## config.mk

```make
export PLATFORM = sky130hd
export DESIGN_NAME = banner_scroll_ctrl
export DESIGN_NICKNAME = d
export VERILOG_FILES = /design/src/rtl/banner_scroll_ctrl.sv
export SDC_FILE = /design/constraint.sdc
export NUM_CORES = 1
export LEC_CHECK = 0
export CAP_MARGIN = 20
export CORE_UTILIZATION = 41
export DETAILED_ROUTE_END_ITERATION = 7
export SLEW_MARGIN = 20
export SYNTH_ARGS = -nofsm -noshare
export SYNTH_HDL_FRONTEND = slang
export SYNTH_SLANG_ARGS = --single-unit
export TNS_END_PERCENT = 5
```

## constraint.sdc

```tcl
create_clock -name clk -period 3.4 [get_ports clk]
set_input_delay 1.02 -clock clk [delete_from_list [all_inputs] [get_ports clk]]
set_output_delay 1.02 -clock clk [all_outputs]
set_load 0.02 [all_outputs]
```

## src/rtl/banner_scroll_ctrl.sv

```systemverilog
// Frame-paced banner sequencer: scrolls a glyph row in from the right, holds it, then scrolls it back out.
// Optional blinking during HOLD is enabled by defining BANNER_BLINK_EN.
//
// state      | meaning
// -----------+------------------------------------------------------------
// S_IDLE     | banner parked at SCREEN_W, hidden, waiting for start
// S_SCROLL_IN| moving left by SCROLL_STEP per frame until TARGET_X
// S_HOLD     | resting at TARGET_X for HOLD_FRAMES frames (may blink)
// S_SCROLL_OUT| moving right by SCROLL_STEP per frame until SCREEN_W, then done
module banner_scroll_ctrl #(
   parameter int N_CHARS      = 4,
   parameter int SCREEN_W     = 640,
   parameter int TARGET_X     = 250,
   parameter int TARGET_Y     = 220,
   parameter int SCROLL_STEP  = 8,
   parameter int HOLD_FRAMES  = 120,
   parameter int BLINK_FRAMES = 15
) (
   input  logic               clk,
   input  logic               reset,
   input  logic               frame_tick,
   input  logic               start,
   input  logic               abort,
   input  logic [N_CHARS-1:0] glyph_on,
   output logic [9:0]         base_x,
   output logic [9:0]         base_y,
   output logic               display,
   output logic               busy,
   output logic               done
);

   localparam logic [1:0] S_IDLE       = 2'd0;
   localparam logic [1:0] S_SCROLL_IN  = 2'd1;
   localparam logic [1:0] S_HOLD       = 2'd2;
   localparam logic [1:0] S_SCROLL_OUT = 2'd3;

   localparam int HOLD_W  = $clog2(HOLD_FRAMES + 1);
   localparam int BLINK_W = $clog2(BLINK_FRAMES + 1);

   localparam logic [9:0]        SCR_X     = 10'(SCREEN_W);
   localparam logic [9:0]        TGT_X     = 10'(TARGET_X);
   localparam logic [9:0]        TGT_Y     = 10'(TARGET_Y);
   localparam logic [9:0]        STEP_X    = 10'(SCROLL_STEP);
   localparam logic [HOLD_W-1:0] HOLD_LAST = HOLD_W'(HOLD_FRAMES - 1);

   if (TARGET_X >= SCREEN_W) begin : g_chk_target
      $error("banner_scroll_ctrl: TARGET_X must be below SCREEN_W");
   end
   if (SCROLL_STEP < 1) begin : g_chk_step
      $error("banner_scroll_ctrl: SCROLL_STEP must be at least 1");
   end
   if (HOLD_FRAMES < 1) begin : g_chk_hold
      $error("banner_scroll_ctrl: HOLD_FRAMES must be at least 1");
   end
   if (BLINK_FRAMES < 1) begin : g_chk_blink
      $error("banner_scroll_ctrl: BLINK_FRAMES must be at least 1");
   end

   logic [1:0]        state;
   logic              visible;
   logic [HOLD_W-1:0] hold_cnt;
   logic [9:0]        dist_in;
   logic [9:0]        dist_out;

`ifdef BANNER_BLINK_EN
   localparam logic [BLINK_W-1:0] BLINK_LAST = BLINK_W'(BLINK_FRAMES - 1);
   logic [BLINK_W-1:0] blink_cnt;
`endif

   // Distances are taken before stepping so base_x can never wrap past either end.
   assign dist_in  = base_x - TGT_X;
   assign dist_out = SCR_X - base_x;

   assign base_y  = TGT_Y;
   assign busy    = (state != S_IDLE);
   assign display = visible & (|glyph_on);

   always_ff @(posedge clk) begin
      if (reset) begin
         state    <= S_IDLE;
         base_x   <= SCR_X;
         visible  <= 1'b0;
         hold_cnt <= '0;
         done     <= 1'b0;
`ifdef BANNER_BLINK_EN
         blink_cnt <= '0;
`endif
      end else begin
         done <= 1'b0;
         case (state)
            S_IDLE: begin
               base_x  <= SCR_X;
               visible <= 1'b0;
               if (start && !abort) begin
                  state   <= S_SCROLL_IN;
                  visible <= 1'b1;
               end
            end

            S_SCROLL_IN: begin
               if (abort) begin
                  state   <= S_SCROLL_OUT;
                  visible <= 1'b1;
               end else if (frame_tick) begin
                  if (dist_in <= STEP_X) begin
                     base_x   <= TGT_X;
                     hold_cnt <= '0;
                     visible  <= 1'b1;
                     state    <= S_HOLD;
`ifdef BANNER_BLINK_EN
                     blink_cnt <= '0;
`endif
                  end else begin
                     base_x <= base_x - STEP_X;
                  end
               end
            end

            S_HOLD: begin
               if (abort) begin
                  state   <= S_SCROLL_OUT;
                  visible <= 1'b1;
               end else if (frame_tick) begin
                  if (hold_cnt == HOLD_LAST) begin
                     state   <= S_SCROLL_OUT;
                     visible <= 1'b1;
                  end else begin
                     hold_cnt <= hold_cnt + HOLD_W'(1);
`ifdef BANNER_BLINK_EN
                     if (blink_cnt == BLINK_LAST) begin
                        blink_cnt <= '0;
                        visible   <= ~visible;
                     end else begin
                        blink_cnt <= blink_cnt + BLINK_W'(1);
                     end
`endif
                  end
               end
            end

            S_SCROLL_OUT: begin
               if (frame_tick) begin
                  if (dist_out <= STEP_X) begin
                     base_x  <= SCR_X;
                     visible <= 1'b0;
                     state   <= S_IDLE;
                     done    <= 1'b1;
                  end else begin
                     base_x <= base_x + STEP_X;
                  end
               end
            end

            default: begin
               state   <= S_IDLE;
               base_x  <= SCR_X;
               visible <= 1'b0;
            end
         endcase
      end
   end

endmodule

```

==> results of run 1 <==
## kinds of logic (layout without fill, tap and decap cells)
group                      Yosys count  in the layout  synth area share
and+or+nand+nor                     80             80             0.248
AOI/OAI and AO/OA                   61             61             0.289
buffers and inverters               38             39             0.109
DFF                                 19             19             0.210
adders and majority gates           13             13            0.0897
xor gates and xnor gates             8              8            0.0386
other                                2             12           0.00414
muxes                                2              2            0.0110
## metrics by stage
stage / utilization / hold WS, ps / setup slack (ps) / total power [W]
global route: 0.491 / 562 / 311 / 0.00148
floorplan: - / 480 / 748 / 0.00100
CTS: 0.490 / 537 / 3.11 / 0.00137
global placement: 0.479 / 510 / 9.85 / 0.00120
detailed placement: 0.479 / 521 / 3.11 / 0.00120
finish: 0.491 / 533 / 342 / 0.00136
## what timing repair did
| item | 4_1_cts | 5_1_grt |
|---|---|---|
| setup endpoints to repair | 0 | 1 |
| resized for setup | 0 | 1 |
| hold endpoints to repair | 0 | 0 |
| setup buffers | 0 | 0 |
## per-layer routing
layer | share of wire | GRT usage | vias up
met1 | 0.48 | 0.279 | 754
met3 | 0.050 | 0.0411 | 4
li1 | - | - | 826
met4 | 0.0080 | 0.0469 | 0
met2 | 0.46 | 0.321 | 41
met5 | 0 | 0 | -
## Yosys cell counts, drive strengths merged (5+ instances only)
cell type	instances
a21oi	7
a31oi	6
a32o	6
and3	5
buf	16
clkbuf	8
dfxtp	19
ha	13
inv	14
nand2	19
nand3	12
nor2	9
nor2b	6
nor3	7
o211ai	7
o21ai	9
## where the power goes
part | total [W] | switching, W | internal [W]
Sequential | 0.000347 | 0.0000851 | 0.000262
Combinational | 0.000855 | 0.000505 | 0.000350
Clock | 0.000162 | 0.0000788 | 0.0000835
Total | 0.00136 | 0.000669 | 0.000695
## registers in the layout, summed over array words and instances, names as in the netlist
register / count
base_x: 8
done: 1
hold_cnt: 7
state: 2
visible: 1
## critical path: cells and delay by family
kind            cells  cell delay (ps)
buf+inv             2              610
compound gates      1              410
## layout make-up
| cell class | count | share of cell area |
|---|---|---|
| multi-input cells | 176 | 0.630 |
| flip-flops and latches | 19 | 0.188 |
| well taps | 50 | 0.0310 |
| repair buffers | 21 | 0.103 |
| clock buffers | 4 | 0.0223 |
| inverters | 14 | 0.0260 |
## worst max-delay path by stage
stage                                           to
after floorplan           hold_cnt[2]$_SDFFE_PP0P_
after global placement                     display
after detailed placement                   display
after CTS                                  display
after global routing                       display
final                                      display
==> flow_summary.toml, run 1 <==
[min_path]
min_to = "hold_cnt[1]$_SDFFE_PP0P_"
hold_path_class = "reg -> reg"
hold_path_depth = 2
min_from = "hold_cnt[1]$_SDFFE_PP0P_"

[logic_synthesis]
async_flop_share = 0
syn_inst = 223
yosys.area.top_type_share = 0.210
yosys.cell_types.count = 61
yosysSeqAreaShare = 0.210
synth_edf_count = 0
ys_ff_latch = 19
synth_area_um2 = 1810
yosysWarningCount = 0
yosysTopAreaCell = "dfxtp_1"
synth_ff_type = "dfxtp_1"
avgSynthCellArea_um2 = 8.13
synth_area_leaders = "dfxtp_1 21%, ha_1 9.0%, buf_4 5.0%"

[worst_setup_path]
path_class = "in -> out"
start_kind = "input pin"
crit_fanout = 1
regToRegSetupSlack_ps = 600
r2r_start = "base_x[3]$_SDFFE_PP0P_"
required_ps = 2380
crit_path_start = "glyph_on[1]"
cp-end-kind = "output port"
slowest_stage = "o41a_1"
r2r_cells = 8
rr_endpoint = "base_x[9]$_SDFFE_PP1P_"
cp.arrival_ps = 2040
slowest_delay_ps = 410
worstPathCellList = "clkdlybuf4s50_1 -> o41a_1 -> dlymetal6s2s_1"

[cells_and_area]
syn_to_final_growth_pct = 11.5
drive_gt1_frac = 0.0769
multi_input_area_um2 = 1270
regArea_um2 = 380
layout_common_cells = "19 x nand2_1, 19 x dfxtp_1, 18 x clkdlybuf4s50_1"
fillCellCount = 414
design_area_um2 = 2020
layoutNonFillerInstCount = 284
antenna_cells = 0
final_nets = 257

[die]
start_util = 0.441
die-area_um2 = 4690
core_um2 = 4120
ios = 32
rows = 23
die_h_um = 68.5
die_x_um = 68.5

[clocking]
hold_buffers = 0
numCtsBuffers = 3
cts_tree = "built"
cts.sinks = 19
cts_root_buf = "clkbuf_8"
clkTransAtPathRegs_ps = 70
htree_levels = 1
cts_max_path_buffers = 2
clkLatencyLatePin_ps = 260

[power]
ir_worst_vdd_v = 0.000373
power_density_nw_per_um2 = 675
p_leak_nw = 0.776

[sta]
rsz0062_at_grt = "no"
final.setup_skew_ps = 5.08
period_needed_ps = 3060
maxSlewViolCount = 0
clock.fmax_mhz = 327
tns_ps = 0
post-route-period-util = 0.899
slew_headroom = 0.522
setup_violations = 0
worstMarginPinSlew_ps = 717
finalHoldViolations = 0

[drt]
post_drt_wl_per_cell_um = 14.9
via_count = 1625
drt.antenna.violating_nets = 0
routed_wl_mm = 4.24
drc = 0
drt_iter0_markers = 100
via_per_inst = 5.72
drtPass1Iterations = 4

[global_routing]
grt_pass1_vias = 1433
antenna_found_initial = 0
grt_pass1_wl_mm = 7.08
grt_overflow = 0
grt_max_degree = 19
track_usage = 0.202

[placement]
dpl_cell_area_um2 = 1970
numPortBuffers = 19
globalplace.congestion = 0.921
dp.cells = 280
hpwl_mm = 3.04

[run]
drv_cap = 0

[status]
status = "finished clean"
No activity file was read; power rests on OpenSTA's default activity.
==> run 2, diff against run 1 <==
- SKIP_LAST_GASP: not set -> 1
==> results of run 2 <==
The final DEF is identical to that of run 1; final timing and power are the same.
